`src/rtl/ex_fp_pkg.sv`:
```
// Shared definitions for the pipelined FP execute unit: RS entry field map,
// FP operation encodings and the stage payload layout.
package ex_fp_pkg;

    localparam int RD_LSB   = 0;
    localparam int RD_MSB   = 4;
    localparam int SRC1_RDY = 5;
    localparam int SRC1_LSB = 6;
    localparam int SRC1_MSB = 37;
    localparam int SRC2_RDY = 38;
    localparam int SRC2_LSB = 39;
    localparam int SRC2_MSB = 70;
    localparam int REGWR    = 71;
    localparam int OP_LSB   = 76;
    localparam int OP_MSB   = 80;

    typedef enum logic [4:0] {
        FP_ADD   = 5'd0,
        FP_SUB   = 5'd1,
        FP_MIN   = 5'd2,
        FP_MAX   = 5'd3,
        FP_SGNJ  = 5'd4,
        FP_SGNJN = 5'd5,
        FP_SGNJX = 5'd6,
        FP_MV    = 5'd7
    } fp_op_e;

    localparam logic [2:0]  FP_MODE_S = 3'b000;
    localparam logic [31:0] FP_QNAN   = 32'h7FC0_0000;

    typedef struct packed {
        logic [4:0] rd;
        logic       regwrite;
    } wb_ctl_t;

    // The valid flag is always the LSB of a flattened stage payload.
    localparam int STAGE_V_BIT = 0;

    function automatic int stage_w(input int xlen, input int rob_w);
        return xlen + $bits(wb_ctl_t) + rob_w + 1;
    endfunction

endpackage

```
`src/rtl/ex_fp_pipe_arb.sv`:
```
// Oldest-ready selector: grants the ready entry with the smallest age stamp,
// lowest index on ties.
module rs_age_arbiter #(
    parameter int NUM_RS = 2,
    parameter int AGE_W  = 4
) (
    input  logic [NUM_RS-1:0]       ready,
    input  logic [NUM_RS*AGE_W-1:0] age,
    output logic [NUM_RS-1:0]       grant,
    output logic                    found
);

    logic [AGE_W-1:0] best_age_s;

    // Linear scan; strict less-than keeps the lower index on equal ages.
    always_comb begin
        grant      = {NUM_RS{1'b0}};
        found      = 1'b0;
        best_age_s = {AGE_W{1'b0}};
        for (int i = 0; i < NUM_RS; i++) begin
            if (ready[i] && (!found || (age[i*AGE_W +: AGE_W] < best_age_s))) begin
                grant      = {NUM_RS{1'b0}};
                grant[i]   = 1'b1;
                found      = 1'b1;
                best_age_s = age[i*AGE_W +: AGE_W];
            end else begin
                best_age_s = best_age_s;
            end
        end
    end

endmodule

```
`src/rtl/floating.sv`:
```
// Combinational single-precision FP core: add/sub (truncating, denormals
// flushed to zero), min/max, sign injection and move.
module floating
    import ex_fp_pkg::*;
#(
    parameter int XLEN = 32
) (
    input  logic [XLEN-1:0] a,
    input  logic [XLEN-1:0] b,
    input  logic [4:0]      aluop,
    input  logic [2:0]      mode,
    output logic [XLEN-1:0] result
);

    logic [31:0] a32_s;
    logic [31:0] b32_s;
    logic [31:0] res32_s;

    assign a32_s = a[31:0];
    assign b32_s = b[31:0];

    function automatic logic [31:0] fp_add(input logic [31:0] p_in, input logic [31:0] q_in);
        logic [31:0] x;
        logic [31:0] y;
        logic [31:0] r;
        logic [7:0]  diff;
        logic [26:0] mx;
        logic [26:0] my;
        logic [27:0] sum;
        logic [22:0] frac_v;
        logic [9:0]  exp_v;
        int          msb;
        // x always carries the larger magnitude, so the result takes its sign.
        if (p_in[30:0] >= q_in[30:0]) begin
            x = p_in;
            y = q_in;
        end else begin
            x = q_in;
            y = p_in;
        end
        diff = x[30:23] - y[30:23];
        mx   = (x[30:23] == 8'd0) ? 27'd0 : {1'b1, x[22:0], 3'b000};
        my   = (y[30:23] == 8'd0) ? 27'd0 : {1'b1, y[22:0], 3'b000};
        my   = (diff > 8'd26) ? 27'd0 : (my >> diff);
        sum  = (x[31] == y[31]) ? ({1'b0, mx} + {1'b0, my}) : ({1'b0, mx} - {1'b0, my});
        msb  = -1;
        for (int i = 0; i < 28; i++) begin
            if (sum[i]) begin
                msb = i;
            end
        end
        if (msb == 27) begin
            frac_v = 23'(sum >> 4);
            exp_v  = {2'b00, x[30:23]} + 10'd1;
        end else begin
            frac_v = 23'((sum << (26 - msb)) >> 3);
            exp_v  = {2'b00, x[30:23]} - 10'(26 - msb);
        end
        if (x[30:23] == 8'hFF) begin
            r = ((x[22:0] != 23'd0) || ((y[30:23] == 8'hFF) && (x[31] != y[31]))) ? FP_QNAN : x;
        end else if (msb < 0) begin
            r = 32'd0;
        end else if (exp_v[9] || (exp_v == 10'd0)) begin
            r = {x[31], 31'd0};
        end else if (exp_v >= 10'd255) begin
            r = {x[31], 8'hFF, 23'd0};
        end else begin
            r = {x[31], exp_v[7:0], frac_v};
        end
        return r;
    endfunction

    function automatic logic fp_lt(input logic [31:0] x, input logic [31:0] y);
        logic lt;
        if (x[31] != y[31]) begin
            lt = x[31] & ((x[30:0] | y[30:0]) != 31'd0);
        end else if (x[31] == 1'b0) begin
            lt = x[30:0] < y[30:0];
        end else begin
            lt = x[30:0] > y[30:0];
        end
        return lt;
    endfunction

    // Operation select; unsupported modes and encodings yield a quiet NaN.
    always_comb begin
        res32_s = FP_QNAN;
        if (mode != FP_MODE_S) begin
            res32_s = FP_QNAN;
        end else begin
            case (fp_op_e'(aluop))
                FP_ADD:   res32_s = fp_add(a32_s, b32_s);
                FP_SUB:   res32_s = fp_add(a32_s, {~b32_s[31], b32_s[30:0]});
                FP_MIN:   res32_s = fp_lt(a32_s, b32_s) ? a32_s : b32_s;
                FP_MAX:   res32_s = fp_lt(a32_s, b32_s) ? b32_s : a32_s;
                FP_SGNJ:  res32_s = {b32_s[31], a32_s[30:0]};
                FP_SGNJN: res32_s = {~b32_s[31], a32_s[30:0]};
                FP_SGNJX: res32_s = {a32_s[31] ^ b32_s[31], a32_s[30:0]};
                FP_MV:    res32_s = a32_s;
                default:  res32_s = FP_QNAN;
            endcase
        end
        result = XLEN'(res32_s);
    end

endmodule

```
`src/rtl/ex_fp_pipe.sv`:
```
// Pipelined FP execute slot: oldest-ready RS selection, LAT-stage pipe around
// the floating core, ROB valid/ready result handshake with stall and flush.
module ex_fp_pipe
    import ex_fp_pkg::*;
#(
    parameter int NUM_RS = 2,
    parameter int RS_W   = 114,
    parameter int XLEN   = 32,
    parameter int ROB_W  = 4,
    parameter int LAT    = 3,
    parameter int AGE_W  = 4
) (
    input  logic                    clk,
    input  logic                    rst_n,
    input  logic [NUM_RS*RS_W-1:0]  rs_entry,
    input  logic [NUM_RS-1:0]       rs_valid,
    input  logic [NUM_RS*AGE_W-1:0] rs_age,
    input  logic [NUM_RS*ROB_W-1:0] rs_rob_num,
    output logic [NUM_RS-1:0]       rs_issue,
    input  logic                    flush,
    output logic                    rob_valid,
    input  logic                    rob_ready,
    output logic [ROB_W-1:0]        rob_num,
    output logic [XLEN+5:0]         executed_inst,
    output logic [XLEN-1:0]         writedata_fp,
    output logic [4:0]              writeaddr_fp,
    output logic                    writeen_fp
);

    localparam int STAGE_W = stage_w(XLEN, ROB_W);

    typedef struct packed {
        logic [XLEN-1:0]  a;
        logic [XLEN-1:0]  b;
        logic [4:0]       op;
        wb_ctl_t          wb;
        logic [ROB_W-1:0] tag;
        logic             v;
    } s1_t;

    typedef struct packed {
        logic [XLEN-1:0]  result;
        wb_ctl_t          wb;
        logic [ROB_W-1:0] tag;
        logic             v;
    } sn_t;

    logic [NUM_RS-1:0] ready_s;
    logic [NUM_RS-1:0] grant_s;
    logic              found_s;
    logic [RS_W-1:0]   sel_entry_s;
    logic [ROB_W-1:0]  sel_tag_s;
    logic              stall_s;
    logic              issue_ok_s;
    s1_t               s1_next_s;
    s1_t               s1_r;
    logic [XLEN-1:0]   float_res_s;
    sn_t               head_s;
    sn_t               out_s;
    logic [STAGE_W-1:0] pipe_q [1:LAT];
    logic              unused_bits_s;

    for (genvar i = 0; i < NUM_RS; i++) begin : g_ready
        assign ready_s[i] = rs_valid[i] & rs_entry[i*RS_W + SRC1_RDY] & rs_entry[i*RS_W + SRC2_RDY];
    end

    rs_age_arbiter #(
        .NUM_RS (NUM_RS),
        .AGE_W  (AGE_W)
    ) u_arb (
        .ready (ready_s),
        .age   (rs_age),
        .grant (grant_s),
        .found (found_s)
    );

    // One-hot AND-OR mux of the granted entry and its ROB tag.
    always_comb begin
        sel_entry_s = {RS_W{1'b0}};
        sel_tag_s   = {ROB_W{1'b0}};
        for (int i = 0; i < NUM_RS; i++) begin
            sel_entry_s = sel_entry_s | ({RS_W{grant_s[i]}} & rs_entry[i*RS_W +: RS_W]);
            sel_tag_s   = sel_tag_s | ({ROB_W{grant_s[i]}} & rs_rob_num[i*ROB_W +: ROB_W]);
        end
    end

    assign stall_s    = out_s.v & ~rob_ready;
    assign issue_ok_s = found_s & ~stall_s & ~flush & rst_n;
    assign rs_issue   = issue_ok_s ? grant_s : {NUM_RS{1'b0}};

    // Unpack the granted entry into the stage-1 payload.
    always_comb begin
        s1_next_s             = '0;
        s1_next_s.a           = XLEN'(sel_entry_s[SRC1_MSB:SRC1_LSB]);
        s1_next_s.b           = XLEN'(sel_entry_s[SRC2_MSB:SRC2_LSB]);
        s1_next_s.op          = sel_entry_s[OP_MSB:OP_LSB];
        s1_next_s.wb.rd       = sel_entry_s[RD_MSB:RD_LSB];
        s1_next_s.wb.regwrite = sel_entry_s[REGWR];
        s1_next_s.tag         = sel_tag_s;
        s1_next_s.v           = issue_ok_s;
    end

    assign unused_bits_s = ^{sel_entry_s[RS_W-1:OP_MSB+1], sel_entry_s[OP_LSB-1:REGWR+1],
                             sel_entry_s[SRC1_RDY], sel_entry_s[SRC2_RDY]};

    // Stage-1 operand register: flush kills, stall holds, otherwise load.
    always_ff @(posedge clk) begin
        if (!rst_n) begin
            s1_r <= '0;
        end else if (flush) begin
            s1_r.v <= 1'b0;
        end else if (!stall_s) begin
            s1_r <= s1_next_s;
        end
    end

    floating #(
        .XLEN (XLEN)
    ) u_floating (
        .a      (s1_r.a),
        .b      (s1_r.b),
        .aluop  (s1_r.op),
        .mode   (FP_MODE_S),
        .result (float_res_s)
    );

    // Stage-1 operands become a result payload once evaluated.
    always_comb begin
        head_s        = '0;
        head_s.result = float_res_s;
        head_s.wb     = s1_r.wb;
        head_s.tag    = s1_r.tag;
        head_s.v      = s1_r.v;
    end

    assign pipe_q[1] = head_s;

    // Result stages 2..LAT; for LAT=1 none exist and the head is the output.
    for (genvar k = 2; k <= LAT; k++) begin : g_stage
        logic [STAGE_W-1:0] q_r;

        // Result stage register with the same flush/stall priority as stage 1.
        always_ff @(posedge clk) begin
            if (!rst_n) begin
                q_r <= '0;
            end else if (flush) begin
                q_r[STAGE_V_BIT] <= 1'b0;
            end else if (!stall_s) begin
                q_r <= pipe_q[k-1];
            end
        end

        assign pipe_q[k] = q_r;
    end

    assign out_s = pipe_q[LAT];

    // A flush also withdraws the presented result so the ROB cannot take it.
    assign rob_valid     = out_s.v & ~flush;
    assign rob_num       = out_s.tag;
    assign executed_inst = {out_s.result, out_s.wb.rd, out_s.wb.regwrite};
    assign writedata_fp  = out_s.result;
    assign writeaddr_fp  = out_s.wb.rd;
    assign writeen_fp    = rob_valid & rob_ready & out_s.wb.regwrite;

endmodule
```
`config.mk`:
```
export PLATFORM = sky130hd
export DESIGN_NAME = ex_fp_pipe
export DESIGN_NICKNAME = d
export VERILOG_FILES = /design/src/rtl/ex_fp_pkg.sv /design/src/rtl/ex_fp_pipe_arb.sv /design/src/rtl/floating.sv /design/src/rtl/ex_fp_pipe.sv
export SDC_FILE = /design/constraint.sdc
export NUM_CORES = 1
export LEC_CHECK = 0
export ABC_AREA = 1
export CORE_ASPECT_RATIO = 2
export CORE_MARGIN = 1
export CORE_UTILIZATION = 47
export CTS_CLUSTER_SIZE = 40
export DETAILED_ROUTE_END_ITERATION = 8
export PLACE_DENSITY = 0.69
export REMOVE_ABC_BUFFERS = 1
export SYNTH_ARGS = -nofsm -noshare
export SYNTH_HDL_FRONTEND = slang
export SYNTH_SLANG_ARGS = --single-unit
export TNS_END_PERCENT = 20
```
`constraint.sdc`:
```
create_clock -name clk -period 30.9 [get_ports clk]
set_input_delay 3.09 -clock clk [delete_from_list [all_inputs] [get_ports clk]]
set_output_delay 3.09 -clock clk [all_outputs]
set_load 0.02 [all_outputs]
```
# Word level (Yosys, flattened, before mapping)
# Index checks and enable logic that the tools add are counted.
dict set report op_classes {
  n_reduce_logical 21
  add_sub_neg 12
  eq_ne 18
  shift 4
  n_bitwise 25
  order_cmp 10
  n_mux 103
}
# operator count
set op_table {}
lappend op_table {{32-bit two-way mux} 74}
lappend op_table {{32-bit case mux with 8 select lines} 1}
lappend op_table {{81-bit AND} 2}
lappend op_table {{27-bit two-way mux} 6}
lappend op_table {{31-bit two-way mux} 4}
lappend op_table {{81-bit bitwise OR} 1}
lappend op_table {{32-bit by 6-bit == test with 1-bit output, second input constant} 2}
lappend op_table {{32-bit by 1-bit < comparator with 1-bit output, second input constant} 2}
lappend op_table {{28-bit by 32-bit left shift with 26-bit output} 2}
lappend op_table {{6-bit by 32-bit subtractor with 32-bit output, first input constant} 2}
lappend op_table {{27-bit by 27-bit adder with 28-bit output} 2}
lappend op_table {{28-bit two-way mux} 2}
lappend op_table {{27-bit by 27-bit subtractor with 28-bit output} 2}
lappend op_table {{27-bit by 8-bit >> shifter with 27-bit output} 2}
lappend op_table {{23-bit two-way mux} 2}
lappend op_table {{23-bit nonzero test} 2}
lappend op_table {{10-bit two-way mux} 4}
lappend op_table {{8-bit == test, second input constant} 4}
lappend op_table {{8-bit logical NOT} 4}
lappend op_table {{31-bit >= comparator} 1}
lappend op_table {{31-bit greater-than comparator} 1}
lappend op_table {{31-bit < comparator} 1}
lappend op_table {{31-bit bitwise OR} 1}
lappend op_table {{31-bit nonzero test} 1}
lappend op_table {{26 further kinds} 68}
dict set report totals {
  word_cells 204
  regBits 166
}

# Depth between registers and ports, before layout
# Gate-level depths: netlist of run 1.
dict set report logic_depth {
  ltp_word 48
  depth_mapped 101
}

# By module
# From an unflattened synthesis of run 1, not the netlist that was laid out.
dict set report unflattened {
  hier_cells 4596
  hier_area_um2 24608.6
}
# module area_per_inst_um2 seq_area_each_um2 n_inst cells_each
set by_module_without_submodules {}
lappend by_module_without_submodules {floating 16161.8 0.0 1 3215}
lappend by_module_without_submodules {ex_fp_pipe 8324.2 3323.2 1 1360}
lappend by_module_without_submodules {rs_age_arbiter 122.6 0.0 1 21}

# Worst setup path after synthesis of run 1
# Ideal clock, no wire load.
dict set report synth_path {
  path_type {register to register}
  from {reg s1_r[39] (netlist name)}
  to {reg g_stage[2].q_r[29]}
  stages_incl_launch_ff 90
  setup_ps 132
  period_less_slack_ps 11916
  slack_ps 18984
  arrival_ps 11784
  cell_sequence {dfxtp_1 -> inv_1 -> ha_1 -> buf_4 -> inv_2 -> nand3_1 -> nor2_2 -> nand2_1 -> nor2_1 -> nand2_2 -> nand3_4 -> nand2_1 -> o21ai_4 -> nand2_2 -> ha_1 -> inv_1 -> nand2_1 -> nand2_1 -> (+54 left out) -> o21bai_1 -> a21oi_1 -> nor2_1 -> xor2_1 -> or3b_2 -> o21ai_2 -> nand3_1 -> o41ai_2 -> nor2_2 -> nand2_2 -> inv_2 -> buf_6 -> nand2_1 -> nand2_1 -> a21oi_1 -> nand2_1 -> nand2_1 -> a21oi_1}
}
dict set report synth_via {
  elab_chain_len 48
}
# element line
set synth_rtl {}
lappend synth_rtl {{start: declaration} ex_fp_pipe.sv:56} ;# s1_t s1_r;
lappend synth_rtl {{start signal: assignment} ex_fp_pipe.sv:113} ;# s1_r <= s1_next_s;
lappend synth_rtl {{branches (longest 47 deep; another with 31-bit >= comparator)} -}
lappend synth_rtl {{32-bit case mux with 8 select lines (*)} floating.sv:91} ;# case (fp_op_e'(aluop))
lappend synth_rtl {{end signal: assignment} ex_fp_pipe.sv:149} ;# q_r <= pipe_q[k-1];
lappend synth_rtl {{end: declaration} ex_fp_pipe.sv:140} ;# logic [STAGE_W-1:0] q_r;
# Mark *: on every way between the ends. The select of a mux whose other input is x is not followed.
# A chain may end at the register's enable or synchronous reset.

# Worst setup path after layout of run 1
dict set report layout_path {
  from {reg s1_r[43] (netlist name)}
  to {reg g_stage[2].q_r[18]}
}
# Same word-level chain as after synthesis.

==> out/results.ini, run 1 <==
[status]
outcome=completed

[floorplanning]
ioPinCount=333
fp.coreArea_sq_um=47600
num_rows=113
die_area_sq_um=49400
die_width_um=158
start_util_pct=47.8
die_h_um=313

[synth]
ys.flop_type=dfxtp_1
synth_top_cell_by_area=nand2_1
synth-seq-cells=166
yosys.area.top_type_share_pct=21.2
synth.distinct_cells=65
synthTopCellsByArea=nand2_1 (21%), dfxtp_1 (15%), ha_1 (8.4%)
synth_edf_count=0
ys_seq_area_share_pct=14.6
synth_area_sq_um=22800
post_synth.cell_area_avg_sq_um=5.61
async_flop_share_pct=0
synth_warnings=0
synthCells=4059

[layout]
nets=4484
area_growth_pct=11.9
drive_gt1_share_pct=4.55
multi_input_area_sq_um=16600
mostFrequentLayoutCells=nand2_1 (1287), o21ai_0 (372), nor2_1 (343)
final_cell_area_sq_um=25500
regArea_sq_um=3320
fillCellCount=5246
layout_commonest_cell=nand2_1

[routing]
first_pass_iters=7
wire_per_inst_um=20.0
drc_errors=0
wl_mm=94.7
via_per_inst=5.74
ant_nets=0
drtIter0Drc=2207
num_vias=27100

[timing]
worst_slew_pin_slew_ns=1.31
slew_viol_final=0
slew-limit-headroom_pct=11.9
finalSetupViolCount=0
fin_skew_ns=0.0126
fmax_mhz=54.8
rsz0062_at_grt=no
hold_viol=0
setup_tns_ns=0
min_period_ns=18.24
min_period_over_period_pct=59.0
worst_slack_ns=12.66

[global_route]
antenna_found_initial=3
grt_start_max_net_pins=243
grtUsageMet3_pct=7.04
grt_pass1_vias=25600
busiest_layer=met2
grt_pass1_wl_mm=143
use_met1_pct=37.7
use_met2_pct=66.8
grt_remaining_overflow=0
grt_usage_pct=38.5

[clock_network]
postCtsSetupBuffers=0
cts-buffers-inserted=17
clock_latency_ns=0.45
hold_buffers=0
cts_num_sinks=166
cts.root.buffer_cell=clkbuf_16
clk_pin_slew_ns=0.08
cts_resized=0
tritoncts=yes
clockBufferDepth=2
htree_levels=4

[critical_path]
cp_slowest_cell=buf_4
path_class=reg -> reg
start_kind=register
critPathMaxFanout=103
cpPeakStageDelay_ns=0.74
end_kind=register
worstSetupStartpoint=s1_r[43]$_SDFFE_PN0P_
required_ns=31.26
rr_startpoint=s1_r[43]$_SDFFE_PN0P_
cp_common_cell=nand2_1
cp.arrival_ns=18.61

[flow_run]
max_cap_viol_count=0

[placed_design]
placed_area_sq_um=24900
placement.setup.worst_slack_ns=13.09
port_buffers=258
hpwlAfterDp_mm=74.5
place_congestion=1.08

[hold_path]
hold_class=reg -> reg
min_from=g_stage[2].q_r[41]$_SDFFE_PN0P_

==> Yosys cell counts, types with 5 or more instances <==
| library cell | count |
|---|---|
| inv_2 | 38 |
| nor3_1 | 36 |
| o211ai_1 | 12 |
| a21o_1 | 7 |
| nor4_1 | 25 |
| o21bai_1 | 18 |
| o21ai_1 | 64 |
| nor2_2 | 6 |
| or2_2 | 8 |
| nand4_1 | 81 |
| nand3b_1 | 5 |
| nand2_2 | 22 |
| buf_4 | 91 |
| buf_6 | 6 |
| nand2_1 | 1288 |
| clkbuf_1 | 146 |
| nor2_4 | 7 |
| clkinv_1 | 9 |
| xor2_1 | 68 |
| o21ai_0 | 372 |
| a31oi_1 | 94 |
| a21oi_1 | 239 |
| a211oi_1 | 19 |
| ha_1 | 153 |
| xnor2_1 | 21 |
| dfxtp_1 | 166 |
| nand3_1 | 294 |
| buf_1 | 15 |
| buf_2 | 40 |
| nor2_1 | 345 |
| inv_1 | 295 |
==> flip-flops by register name (all words and copies together) (netlist names) <==
register,cells
g_stage.q_r,86
s1_r,69
head_s,11
==> metrics by stage <==
step / hold slack, ns / util, % / instances
after CTS: 0.452 / 53.4 / 4722
after global placement: 0.440 / 52.2 / 4690
after detailed placement: 0.441 / 52.2 / 4690
after floorplan: 0.420 / - / 3759
final: 0.451 / 53.4 / 4724
after global routing: 0.481 / 53.4 / 4722
==> final timing paths <==
path,cells past startpoint,slack [ns],to
max,83,12.66,g_stage[2].q_r[18]$_SDFFE_PN0P_
min,2,0.45,g_stage[3].q_r[41]$_SDFFE_PN0P_
max reg2reg,83,12.66,g_stage[2].q_r[18]$_SDFFE_PN0P_
min reg2reg,2,0.45,g_stage[3].q_r[41]$_SDFFE_PN0P_
==> metal layers <==
layer / wire, um / vias to the layer above
li1: - / 13400
met1: 33000 / 12300
met2: 46400 / 1040
met3: 5260 / 378
met4: 10000 / 2
met5: 15 / -
==> cells by family (layout without fill, tap and decap cells) <==
| family | after synthesis | in the layout | share of synthesized area (%) |
|---|---|---|---|
| compound gates | 864 | 864 | 20.9 |
| xor+xnor | 90 | 90 | 3.50 |
| fa+ha+maj | 157 | 157 | 8.76 |
| buf+inv | 642 | 673 | 12.6 |
| flops | 166 | 166 | 14.6 |
| other cells | 0 | 2 | 0 |
| simple gates | 2140 | 2140 | 39.7 |
==> layout make-up <==
type	instances	share of cell area (%)
Tap cell	632	3.11
Timing Repair Buffer	299	11.4
Multi-Input combinational cell	3251	65.2
Inverter	342	5.04
Antenna cell	2	0.0197
Sequential cell	166	13.1
Clock buffer	18	1.69
Clock inverter	14	0.511
==> critical path, delay by kind of cell, from the launching register on <==
family	cells	cell delay (ns)
XOR/XNOR	3	1.15
AND/OR/NAND/NOR	35	6.10
adder cells (fa/ha/maj)	6	2.09
flip-flops	1	0.45
AO/OA/AOI/OAI	24	4.83
buffers and inverters	15	3.38
Power of run 1 is left out: the tool's default activity adds up to more than one toggle a clock period on the data nets, which glitch-free logic cannot reach.
==> run 2: changes to the inputs <==
==> constraint.sdc (replaced) <==
create_clock -name clk -period 16.9 [get_ports clk]
set_input_delay 1.69 -clock clk [delete_from_list [all_inputs] [get_ports clk]]
set_output_delay 1.69 -clock clk [all_outputs]
set_load 0.02 [all_outputs]
==> run 2 against run 1 <==
Global-route usage rose by 0.90 points. Routed wire length rose by 1.9%. Die area did not move. Worst setup slack got worse by 11 ns. Critical path depth rose by 3. Non-clock buffer count rose by 67. Worst hold slack improved by 0.013 ns. First-iteration DRC count rose by 2.9%. Sequential share of layout area fell by 0.24 points. Sequential cell count did not move. Final cell count rose by 1.4%. Critical path type unchanged.
==> out/results.ini, run 2 (synthesized netlist as in run 1, its figures left out) <==
[routing]
met1_length_mm=32.7  ; -0.75%
drtIter0Drc=2272  ; +2.9%
wire_per_inst_um=20.1  ; +0.54%
ant_nets=0  ; unchanged
met3_length_mm=6.15  ; +17%
first_pass_iters=6  ; -1
drc_errors=0  ; unchanged
wl_mm=96.5  ; +1.9%
num_vias=27400  ; +0.95%
wl_met2_mm=46.9  ; +0.96%
via_per_inst=5.72  ; -0.42%
top_layer=met5

[layout]
largest_reg_flops=86  ; unchanged
area_growth_pct=13.9
regMostFlops=g_stage.q_r
layout_commonest_cell=nand2_1
n_antenna_cell=0  ; -2
mostFrequentLayoutCells=nand2_1 (1287), o21ai_0 (372), nor2_1 (343)
fin_util_pct=54.4  ; +0.99 points
fin_cells=4789  ; +1.4%
drive_gt1_share_pct=6.06  ; +1.5 points
final_cell_area_sq_um=25900  ; +1.9%
nets=4551  ; +1.5%
fillCellCount=5185  ; -1.2%

[placed_design]
port_buffers=258  ; unchanged
place_congestion=1.09  ; +0.86%
dp.cells=4757  ; +1.4%
hpwlAfterDp_mm=76.6  ; +2.7%
placed_area_sq_um=25400  ; +2.0%

[timing]
setup_tns_ns=0  ; unchanged
finalSetupViolCount=0  ; unchanged
hold_viol=0  ; unchanged
worst_slew_pin_slew_ns=1.43  ; +0.123 ns
fin_skew_ns=0.0192  ; +0.00662 ns
slew-limit-headroom_pct=4.02  ; -7.9 points
rsz0062_at_grt=no
slew_viol_final=0  ; unchanged
min_period_ns=15.60  ; -2.64 ns
fmax_mhz=64.1  ; +17%
min_period_over_period_pct=92.3  ; +33 points

[global_route]
grt_usage_pct=39.4  ; +0.90 points
grt_start_max_net_pins=112  ; -54%
grt_remaining_overflow=0  ; unchanged
grt_pass1_wl_mm=147  ; +2.7%
grt_pass1_vias=26300  ; +2.7%
antenna_found_initial=4  ; +1

[floorplanning]
start_util_pct=47.8  ; unchanged
die_width_um=158  ; unchanged
ioPinCount=333  ; unchanged
num_rows=113  ; unchanged
die_area_sq_um=49400  ; unchanged
die_h_um=313  ; unchanged
fp.coreArea_sq_um=47600  ; unchanged

[clock_network]
cts-buffers-inserted=17  ; unchanged
clk_pin_slew_ns=0.07  ; about the same
postCtsSetupBuffers=0  ; unchanged
cts.root.buffer_cell=clkbuf_16
cts_num_sinks=166  ; unchanged
clock_latency_ns=0.45  ; about the same
hold_buffers=0  ; unchanged
tritoncts=yes
clockBufferDepth=2  ; unchanged
htree_levels=4  ; unchanged
cts_resized=0  ; unchanged

[critical_path]
cp_slowest_cell=o21ai_4
worst-r2r-setup-slack_ns=1.30  ; -11.36 ns
start_kind=register
r2r_end=g_stage[2].q_r[26]$_SDFFE_PN0P_
end_kind=register
rr_startpoint=s1_r[78]$_SDFFE_PN0P_
cp_common_cell=nand2_1
cp.arrival_ns=15.91  ; -2.70 ns
r2r_cells=86  ; +3.6%
cpPeakStageDelay_ns=0.51  ; -0.23 ns
path_class=reg -> reg
critPathMaxFanout=38  ; -63%
required_ns=17.21  ; -14.05 ns

[status]
outcome=completed

[flow_run]
max_cap_viol_count=0  ; unchanged

[hold_path]
min_path_cells=2  ; unchanged
holdPathEnd=g_stage[3].q_r[41]$_SDFFE_PN0P_
min_from=g_stage[2].q_r[41]$_SDFFE_PN0P_
hold_class=reg -> reg

run 2: how the worst max path moves through the flow:
| stage | from | end | slack (ns) | cells past startpoint |
|---|---|---|---|---|
| global route | s1_r[78]$_SDFFE_PN0P_ | g_stage[2].q_r[26]$_SDFFE_PN0P_ | 0.27 | 84 |
| finish | s1_r[78]$_SDFFE_PN0P_ | g_stage[2].q_r[26]$_SDFFE_PN0P_ | 1.30 | 86 |
| CTS | s1_r[78]$_SDFFE_PN0P_ | g_stage[2].q_r[14]$_SDFFE_PN0P_ | 1.64 | 85 |
| floorplan | s1_r[39]$_SDFFE_PN0P_ | g_stage[2].q_r[27]$_SDFFE_PN0P_ | 1.57 | 76 |
| detailed placement | s1_r[78]$_SDFFE_PN0P_ | g_stage[2].q_r[14]$_SDFFE_PN0P_ | 1.69 | 85 |
| global placement | s1_r[78]$_SDFFE_PN0P_ | g_stage[2].q_r[14]$_SDFFE_PN0P_ | 1.76 | 85 |
run 2: final cells by class:
type | count | area [sq um] | share of cell area (%)
Timing Repair Buffer | 366 | 3390 | 13.1
Tap cell | 632 | 791 | 3.05
Clock inverter | 13 | 114 | 0.439
Clock buffer | 19 | 433 | 1.67
Inverter | 342 | 1280 | 4.95
Multi-Input combinational cell | 3251 | 16600 | 64.0
Sequential cell | 166 | 3320 | 12.8
run 2: stage by stage:
stage                     hold WS [ns]  worst slack, ns
after CTS                        0.462             1.64
after floorplan                  0.420             1.57
after detailed placement         0.451             1.69
after global routing             0.480            0.267
after global placement           0.448             1.76
final                            0.465             1.30
run 2: critical path: cells and delay by family, from the launching register on:
family                   cells  cell delay (ns)
flip-flops                   1             0.49
adder cells (fa/ha/maj)      6             1.97
buffers and inverters       13             1.62
XOR/XNOR                     3             0.60
AO/OA/AOI/OAI               25             4.86
AND/OR/NAND/NOR             39             5.89
run 2: layer usage:
metal  vias to the layer above  track usage [%]
li1                      13500                -
met1                     12300             37.6
met2                      1086             67.8
met3                       419             8.60
met4                         6             39.1
met5                         -                0
Power of run 2 is left out for the same reason.
